[src/rtl/spike_isi_encoder_pkg.sv]
// Shared neuron package for the spike ISI encoder: default geometry,
// the ISI saturation value and the rate window length.
package spike_isi_encoder_pkg;

  localparam int DEF_DEPTH    = 4;
  localparam int DEF_ISI_W    = 8;
  localparam int ISI_SAT      = (1 << DEF_ISI_W) - 1;
  localparam int RATE_WIN_LEN = 256;

endpackage

[src/rtl/spike_isi_encoder_isi_fifo.sv]
// isi_fifo: small circular FIFO holding inter-spike intervals.
// A push into a full FIFO is accepted only when a pop frees the head slot
// in the same cycle. Pointers wrap naturally because DEPTH is a power of two.
module isi_fifo
  import spike_isi_encoder_pkg::*;
#(
  parameter int DEPTH = DEF_DEPTH,
  parameter int ISI_W = DEF_ISI_W
) (
  input  logic                     clk,
  input  logic                     rst_n,
  input  logic                     push,
  input  logic [ISI_W-1:0]         wdata,
  input  logic                     pop,
  output logic [ISI_W-1:0]         rdata,
  output logic                     full,
  output logic                     empty,
  output logic [$clog2(DEPTH):0]   level
);

  localparam int AW = $clog2(DEPTH);
  localparam int LW = AW + 1;

  logic [ISI_W-1:0] mem [DEPTH];
  logic [AW-1:0]    wr_ptr;
  logic [AW-1:0]    rd_ptr;
  logic             do_push;
  logic             do_pop;

  assign full    = (level == LW'(DEPTH));
  assign empty   = (level == '0);
  assign do_pop  = pop & ~empty;
  assign do_push = push & (~full | do_pop);
  // Head is forced to zero when nothing is queued so storage needs no reset.
  assign rdata   = empty ? '0 : mem[rd_ptr];

  // Storage write; data path carries no reset.
  always_ff @(posedge clk) begin
    if (do_push) mem[wr_ptr] <= wdata;
  end

  // Pointer and occupancy bookkeeping.
  always_ff @(posedge clk or negedge rst_n) begin
    if (!rst_n) begin
      wr_ptr <= '0;
      rd_ptr <= '0;
      level  <= '0;
    end else begin
      if (do_push) wr_ptr <= wr_ptr + AW'(1);
      if (do_pop)  rd_ptr <= rd_ptr + AW'(1);
      case ({do_push, do_pop})
        2'b10:   level <= level + LW'(1);
        2'b01:   level <= level - LW'(1);
        default: level <= level;
      endcase
    end
  end

endmodule

[src/rtl/spike_isi_encoder.sv]
// spike_isi_encoder: measures the interval between rising spike edges from an
// upstream QIF neuron and queues the intervals for a consumer.
// The first edge after reset only arms the encoder. Intervals saturate at
// 2^ISI_W-1. Optional per-window spike rate counter is built when the macro
// SPIKE_RATE_WINDOW_EN is defined (adds ports rate_count and rate_valid).
module spike_isi_encoder
  import spike_isi_encoder_pkg::*;
#(
  parameter int DEPTH = DEF_DEPTH,
  parameter int ISI_W = DEF_ISI_W
) (
  input  logic                   clk,
  input  logic                   rst_n,
  input  logic                   ena,
  input  logic                   spike_in,
  output logic [ISI_W-1:0]       isi_data,
  output logic                   isi_valid,
  input  logic                   isi_ready,
  output logic [$clog2(DEPTH):0] fifo_level,
  output logic                   overflow
`ifdef SPIKE_RATE_WINDOW_EN
  ,
  output logic [7:0]             rate_count,
  output logic                   rate_valid
`endif
);

  localparam logic [ISI_W-1:0] ISI_MAX = '1;

  // Saturating interval increment.
  function automatic logic [ISI_W-1:0] isi_sat_inc(input logic [ISI_W-1:0] v);
    return (v == ISI_MAX) ? v : v + ISI_W'(1);
  endfunction

  logic             spike_q;
  logic             spike_edge;
  logic             armed;
  logic [ISI_W-1:0] isi_cnt;
  logic             push;
  logic             pop;
  logic             fifo_full;
  logic             fifo_empty;

  assign spike_edge = spike_in & ~spike_q & ena;
  assign push       = spike_edge & armed;
  assign pop        = isi_valid & isi_ready;
  assign isi_valid  = ~fifo_empty;

  // Edge detection sample, arming and interval counter.
  always_ff @(posedge clk or negedge rst_n) begin
    if (!rst_n) begin
      spike_q <= 1'b0;
      armed   <= 1'b0;
      isi_cnt <= '0;
    end else begin
      spike_q <= spike_in;
      if (spike_edge) begin
        armed   <= 1'b1;
        isi_cnt <= ISI_W'(1);
      end else if (ena) begin
        isi_cnt <= isi_sat_inc(isi_cnt);
      end
    end
  end

  // Sticky drop flag: a push that found the FIFO full with no pop to make room.
  always_ff @(posedge clk or negedge rst_n) begin
    if (!rst_n) overflow <= 1'b0;
    else if (push && fifo_full && !pop) overflow <= 1'b1;
  end

  isi_fifo #(
    .DEPTH (DEPTH),
    .ISI_W (ISI_W)
  ) u_fifo (
    .clk   (clk),
    .rst_n (rst_n),
    .push  (push),
    .wdata (isi_cnt),
    .pop   (pop),
    .rdata (isi_data),
    .full  (fifo_full),
    .empty (fifo_empty),
    .level (fifo_level)
  );

`ifdef SPIKE_RATE_WINDOW_EN
  localparam int WIN_W = $clog2(RATE_WIN_LEN);

  // Saturating 8-bit edge count.
  function automatic logic [7:0] rate_sat_inc(input logic [7:0] v);
    return (v == 8'hFF) ? v : v + 8'd1;
  endfunction

  logic [WIN_W-1:0] win_timer;
  logic [7:0]       win_edges;

  // Window timer runs on enabled cycles; at wrap the count is published and
  // an edge on the wrap cycle opens the new window's count.
  always_ff @(posedge clk or negedge rst_n) begin
    if (!rst_n) begin
      win_timer  <= '0;
      win_edges  <= '0;
      rate_count <= '0;
      rate_valid <= 1'b0;
    end else begin
      rate_valid <= 1'b0;
      if (ena) begin
        win_timer <= win_timer + WIN_W'(1);
        if (win_timer == '1) begin
          rate_count <= win_edges;
          rate_valid <= 1'b1;
          win_edges  <= spike_edge ? 8'd1 : 8'd0;
        end else if (spike_edge) begin
          win_edges <= rate_sat_inc(win_edges);
        end
      end
    end
  end
`endif

endmodule

[config.mk]
export PLATFORM = sky130hd
export DESIGN_NAME = spike_isi_encoder
export DESIGN_NICKNAME = d
export VERILOG_FILES = /design/src/rtl/spike_isi_encoder_pkg.sv /design/src/rtl/spike_isi_encoder_isi_fifo.sv /design/src/rtl/spike_isi_encoder.sv
export SDC_FILE = /design/constraint.sdc
export NUM_CORES = 1
export LEC_CHECK = 0
export CELL_PAD_IN_SITES_DETAIL_PLACEMENT = 1
export CELL_PAD_IN_SITES_GLOBAL_PLACEMENT = 2
export CORE_ASPECT_RATIO = 2
export CORE_UTILIZATION = 41
export DETAILED_ROUTE_END_ITERATION = 6
export PLACE_DENSITY_LB_ADDON = 0.1
export SLEW_MARGIN = 10
export SYNTH_ARGS = -nofsm -noshare
export SYNTH_HDL_FRONTEND = slang
export SYNTH_SLANG_ARGS = --single-unit
[constraint.sdc]
create_clock -name clk -period 2.6 [get_ports clk]
set_input_delay 0.39 -clock clk [delete_from_list [all_inputs] [get_ports clk]]
set_output_delay 0.39 -clock clk [all_outputs]
set_load 0.03 [all_outputs]
==> run_results.csv, run 1 <==
group,metric,value,unit
outcome,status,"finished clean",
clocking,path_clk_slew,0.09,ns
clocking,cts_buffers,5,
placement,dp_slack,-0.04372,ns
routing,vias,1267,
global_route,met3_usage,4.329,%
routing,wl,4630,µm
min_path,min_path_type,"input port to async pin",
finish,fin_area,2567,µm²
clocking,holdBufCountCts,0,
timing,setup-violations-final,0,
global_route,met2_usage,34.57,%
worst_setup_path,critPathMaxFanout,11,
power,power,2.616,mW
timing,tightest_slew,0.5050,ns
clocking,cts_tree,"built",
timing,hold_violations,0,
clocking,cts_resized,0,
worst_setup_path,end_kind,"output port",
finish,drive_above_1_share,14.62,%
run,cap_violations,0,
finish,final_nets,182,
timing,fin_worst_skew,0.009209,ns
synthesis,synthFlopType,"edfxtp_1",
die,core_area,5139,µm²
synthesis,synth_xor_xnor_area_share,2.385,%
worst_setup_path,criticalPathCategory,"register to output port",
die,die_w,53.84,µm
timing,whs,0.4262,ns
synthesis,synthSimpleGateAreaFrac,11.53,%
synthesis,postSynthAreaPerCell,15.20,µm²
routing,drc,0,
worst_setup_path,cp.required,2.21,ns
worst_setup_path,r2r_slack,0.32,ns
finish,num_antenna_cells,0,
synthesis,async_flop_share,36.00,%
synthesis,syn_area,2203,µm²
finish,syn_to_final_growth,16.52,%
timing,fin_ws,0.2563,ns
power,powerDensity,1019,nW/µm²
synthesis,synth_cells,145,
global_route,globalRouteMet1Util,21.64,%
placement,place_congestion,0.8352,
global_route,grt_pass1_wl,7659,µm
routing,via_per_inst,5.533,
worst_setup_path,crit_path_start_kind,"register",
placement,placedInstanceArea,2467,µm²
finish,stdcell_count,229,
clocking,clock_latency,0.30,ns
worst_setup_path,rr_startpoint,"u_fifo.level[0]$_DFFE_PN0P_",
die,pin_count,18,
clocking,cts_setup_buffers,0,
die,die-height,105.7,µm
global_route,antenna_found_initial,0,
clocking,cts.sinks,50,
global_route,grt_pass1_vias,1444,
routing,detail_route.wl_per_cell,20.22,µm
clocking,cts_buffer_depth,2,
worst_setup_path,r2r-end,"u_fifo.level[2]$_DFFE_PN0P_",
clocking,htreeDepth,2,
routing,drtPass1Iterations,4,
timing,fin_setup_tns,0,ns
worst_setup_path,rr_worst_depth,9,
timing,report.final.slew_viol_count,0,
global_route,grt_max_degree,19,
routing,ant_nets,0,
timing,slew_headroom,66.33,%
placement,numPortBuffers,17,
synthesis,muxShareOfSynthArea,9.824,%
die,dieArea,5689,µm²
routing,drt_iter0_markers,22,
timing,period_share,90.14,%
synthesis,ys_seq_area_share,64.05,%
worst_setup_path,arrival,1.95,ns
timing,period_needed,2.344,ns
die,row_count,37,
placement,placed_cells,221,
finish,postLayoutCoreUtil,49.96,%
timing,rsz0062_at_grt,"no",
synthesis,synth_compound_area_share,5.111,%
die,initial_core_util,42.88,%
placement,dp_hpwl,3374,µm
synthesis,synth_edf_count,32,
synthesis,synthDistinctLibCells,42,
synthesis,yosysWarnings,0,
global_route,grt_busiest_layer,"met2",
global_route,grt_usage,20.15,%
synthesis,synth_seq_cells,50,
synthesis,synth_fa_ha_area_share,4.316,%
power,peakVddDrop,0.5735,mV
synthesis,synth_top_family_by_area,"simple AND/OR/NAND/NOR gates",
clocking,root_buffer,"clkbuf_8",
timing,fmax,426.7,MHz
power,leakage,1.031,nW
global_route,overflow,0,
synthesis,synth_nets,157,
## worst max-delay path: stages, from the launching register on
cell and delay [ns]:
dfrtp_1 0.44, or3_1 0.55, clkdlybuf4s50_1 0.66
## sequential cells by signal, indices dropped and copies added (netlist names)
signal         cells
u_fifo.mem        32
u_fifo.wr_ptr      2
u_fifo.rd_ptr      2
u_fifo.level       3
overflow           1
spike_q            1
armed              1
isi_cnt            8
## routing by layer
metal | routed length, µm | share of wire (%) | vias to the layer above
li1 | - | - | 590
met1 | 1656 | 36 | 640
met2 | 2697 | 58 | 26
met3 | 130 | 2.8 | 11
met4 | 144 | 3.1 | 0
met5 | 0 | 0 | -
## worst max path at each step
stage	from	to	slack, ns	cells after the start
final	u_fifo.level[0]$_DFFE_PN0P_	isi_valid	0.26	2
after global routing	u_fifo.level[0]$_DFFE_PN0P_	u_fifo.level[2]$_DFFE_PN0P_	0.16	9
after CTS	u_fifo.rd_ptr[0]$_DFFE_PN0P_	isi_data[4]	0.03	4
after detailed placement	isi_ready	u_fifo.level[2]$_DFFE_PN0P_	-0.04	10
after global placement	isi_ready	u_fifo.level[2]$_DFFE_PN0P_	0.04	10
after floorplan	u_fifo.level[0]$_DFFE_PN0P_	u_fifo.level[2]$_DFFE_PN0P_	0.17	10
## layout make-up
type | count | area (µm²)
tap | 58 | 72.57
sequential | 50 | 1411
fill | 512 | 2571
timing repair buffer | 24 | 242.7
clock buffer | 8 | 80.08
multi-input combinational | 81 | 730.7
inverter | 8 | 30.03
## logic make-up after synthesis
group,after synthesis
flops,50
simple gates,41
compound gates,16
buf+inv,14
mux,11
fa+ha+maj,7
xor+xnor,6
## power breakdown
part	internal (mW)	switching [mW]	total [mW]
Clock	0.191	0.239	0.430
Sequential	0.992	0.156	1.15
Combinational	0.495	0.543	1.04
## synth_stat cells (all sizes together), types with 4 or more instances
cell	n	share of area (%)
inv	8	1.4
dfrtp	18	20
a21oi	5	1.1
edfxtp	32	44
clkbuf	4	0.68
and2	13	3.7
mux4	8	8.2
and3	4	1.4
ha	6	3.4
nand3	5	1.1
## cell usage in the layout (no fill, tap or decap), drive strengths merged, types with 2 or more instances in the layout
master          n
nand3           5
nand4           3
ha              6
xnor2           3
inv             8
dlymetal6s2s    8
nor2b           2
edfxtp         32
clkbuf          8
nor3            3
xor2            3
and2           13
nor2            3
mux2            2
buf             7
dfrtp          18
a21oi           5
clkdlybuf4s50   9
and3            4
mux4            8
No activity file was read; power rests on OpenSTA's default activity.
==> run 2: changes to the inputs <==
--- a/config.mk
+++ b/config.mk
@@ -15,3 +15,4 @@
 export SYNTH_ARGS = -nofsm -noshare
 export SYNTH_HDL_FRONTEND = slang
 export SYNTH_SLANG_ARGS = --single-unit
+export TNS_END_PERCENT = 20
==> results of run 2 <==
No change in the layout: final DEF, timing and power equal those of run 1.
==> run 3: changes to the inputs <==
--- a/config.mk
+++ b/config.mk
@@ -7,7 +7,7 @@
 export LEC_CHECK = 0
 export CELL_PAD_IN_SITES_DETAIL_PLACEMENT = 1
 export CELL_PAD_IN_SITES_GLOBAL_PLACEMENT = 2
-export CORE_ASPECT_RATIO = 2
+export CORE_ASPECT_RATIO = 1.2
 export CORE_UTILIZATION = 41
 export DETAILED_ROUTE_END_ITERATION = 6
 export PLACE_DENSITY_LB_ADDON = 0.1
==> run 3 against run 2 <==
Net effect:
- hold slack better by 0.068 ns
- die area is 0.29% lower
- flip-flop and latch count stayed put
- utilization is 0.98 points higher
- first-iteration DRC count grew to 3.5 times the previous value
- non-clock buffer count is 1 lower
- critical endpoint is now isi_data[1]
==> run_results.csv, run 3 (same netlist as run 1, synthesis figures left out) <==
group,metric,value,unit
clocking,cts_setup_buffers,0,
global_route,overflow,0,
routing,wl_met2,2181,µm
die,die_w,68.92,µm
worst_setup_path,criticalPathCategory,"register to output port",
finish,multi_input_area,730.7,µm²
finish,syn_to_final_growth,16.64,%
timing,report.final.slew_viol_count,0,
routing,via_per_inst,5.557,
routing,drt_iter0_markers,76,
timing,period_needed,2.501,ns
routing,ant_nets,0,
die,die-height,82.31,µm
run,cap_violations,0,
die,pin_count,18,
timing,fin_setup_tns,0,ns
routing,wl_met3,166,µm
power,powerDensity,1023,nW/µm²
finish,drive_above_1_share,15.88,%
routing,detail_route.wl_per_cell,18.51,µm
placement,place_congestion,0.8074,
timing,fin_worst_skew,0.004065,ns
routing,drtPass1Iterations,4,
placement,numPortBuffers,17,
die,dieArea,5672,µm²
clocking,clock_latency,0.30,ns
worst_setup_path,rr_worst_depth,9,
power,peakVddDrop,0.5036,mV
clocking,cts_resized,0,
clocking,root_buffer,"clkbuf_8",
finish,largest_register,"u_fifo.mem",
finish,fill_cells,511,
min_path,hold_start,"overflow$_DFFE_PN0P_",
timing,fmax,399.9,MHz
worst_setup_path,slowest_stage,"clkdlybuf4s50_1",
worst_setup_path,cp.required,2.21,ns
timing,hold_violations,0,
worst_setup_path,rr_startpoint,"u_fifo.level[0]$_DFFE_PN0P_",
die,core_area,5045,µm²
power,leakage,1.020,nW
timing,tightest_slew,0.9097,ns
worst_setup_path,end_kind,"output port",
clocking,cts_tree,"built",
outcome,status,"finished clean",
finish,stdcell_count,230,
routing,drc,0,
min_path,hold_depth,1,
global_route,grt_pass1_vias,1319,
global_route,grt_max_degree,19,
finish,final_nets,181,
timing,rsz0062_at_grt,"no",
clocking,cts_buffers,5,
worst_setup_path,startpoint,"u_fifo.rd_ptr[0]$_DFFE_PN0P_",
routing,routed.top_layer,"met4",
worst_setup_path,critPathMaxFanout,10,
worst_setup_path,crit_chain,"buf_4, mux4_2, and2_1, clkdlybuf4s50_1",
global_route,antenna_found_initial,0,
finish,largest_registers,"u_fifo.mem x32, isi_cnt x8, u_fifo.level x3",
clocking,cts.sinks,50,
finish,final_common_cell,"edfxtp_1",
global_route,grt_pass1_wl,6879,µm
timing,period_share,96.18,%
worst_setup_path,arrival,2.11,ns
clocking,htreeDepth,2,
min_path,min_path_type,"register to register",
worst_setup_path,crit_path_start_kind,"register",
clocking,path_clk_slew,0.09,ns
finish,num_antenna_cells,0,
timing,slew_headroom,39.16,%
placement,placed_cells,222,
finish,final-seq-area,1411,µm²
finish,largest_reg_flops,32,
finish,final_cell_mix,"edfxtp_1, dfrtp_1, and2_1",
placement,dp_hpwl,3010,µm
clocking,holdBufCountCts,0,
clocking,cts_buffer_depth,2,
routing,vias,1278,
timing,whs,0.4943,ns
die,initial_core_util,43.68,%
routing,wl_met1,1834,µm
worst_setup_path,slowest_delay,0.58,ns
global_route,grt_usage,17.43,%
timing,setup-violations-final,0,
die,row_count,28,
routing,wl,4258,µm
==> run 3: cell types whose count changed in the layout (fill, tap and decap cells not counted) <==
cell	change
clkinv_4	+1
clkbuf_1	-3
dlymetal6s2s_1	-1
buf_4	-1
clkdlybuf4s50_1	+1
clkinv_2	+1
clkinvlp_4	+1
==> run 3: area by class of cell <==
| class | instances | area share [%] |
|---|---|---|
| clock inverter | 3 | 0.8277 |
| multi-input combinational | 81 | 28.43 |
| tap | 60 | 2.921 |
| sequential | 50 | 54.92 |
| timing repair buffer | 23 | 9.056 |
| inverter | 8 | 1.168 |
| clock buffer | 5 | 2.678 |
==> run 3: layer usage <==
| metal | track usage [%] | up-vias |
|---|---|---|
| met4 | 6.327 | 0 |
| met1 | 21.11 | 655 |
| met5 | 0 | - |
| li1 | - | 587 |
| met2 | 29.71 | 26 |
| met3 | 4.258 | 10 |
==> run 3: per-stage QoR <==
stage | power, mW | instance area, µm² | setup WS (ns) | util, %
2_1_floorplan | 1.825 | 2203 | 0.1686 | -
3_3_place_gp | 2.175 | 2462 | 0.03316 | 48.81
3_5_place_dp | 2.231 | 2462 | -0.07831 | 48.81
4_1_cts | 2.689 | 2552 | 0.03364 | 50.60
5_1_grt | 2.798 | 2570 | 0.009110 | 50.94
6_report | 2.630 | 2570 | 0.09931 | 50.94
==> run 3: final timing paths <==
check | slack (ns) | endpoint
min reg2reg | 0.49 | overflow$_DFFE_PN0P_
max in group asynchronous | 1.46 | isi_cnt[4]$_DFFE_PN0P_
min in group asynchronous | 0.59 | u_fifo.level[2]$_DFFE_PN0P_
min | 0.49 | overflow$_DFFE_PN0P_
max reg2reg | 0.29 | u_fifo.level[2]$_DFFE_PN0P_
max | 0.1 | isi_data[1]
==> run 3: critical path, delay by kind of cell (launching register included) <==
family        cells  cell delay (ns)
flops             1             0.33
mux               1             0.51
simple gates      1             0.16
buf+inv           2             0.80
==> run 3: power by group <==
part	total, mW	internal, mW	switching (mW)
clock	0.457	0.190	0.267
combinational	1.03	0.498	0.534
sequential	1.14	0.991	0.149
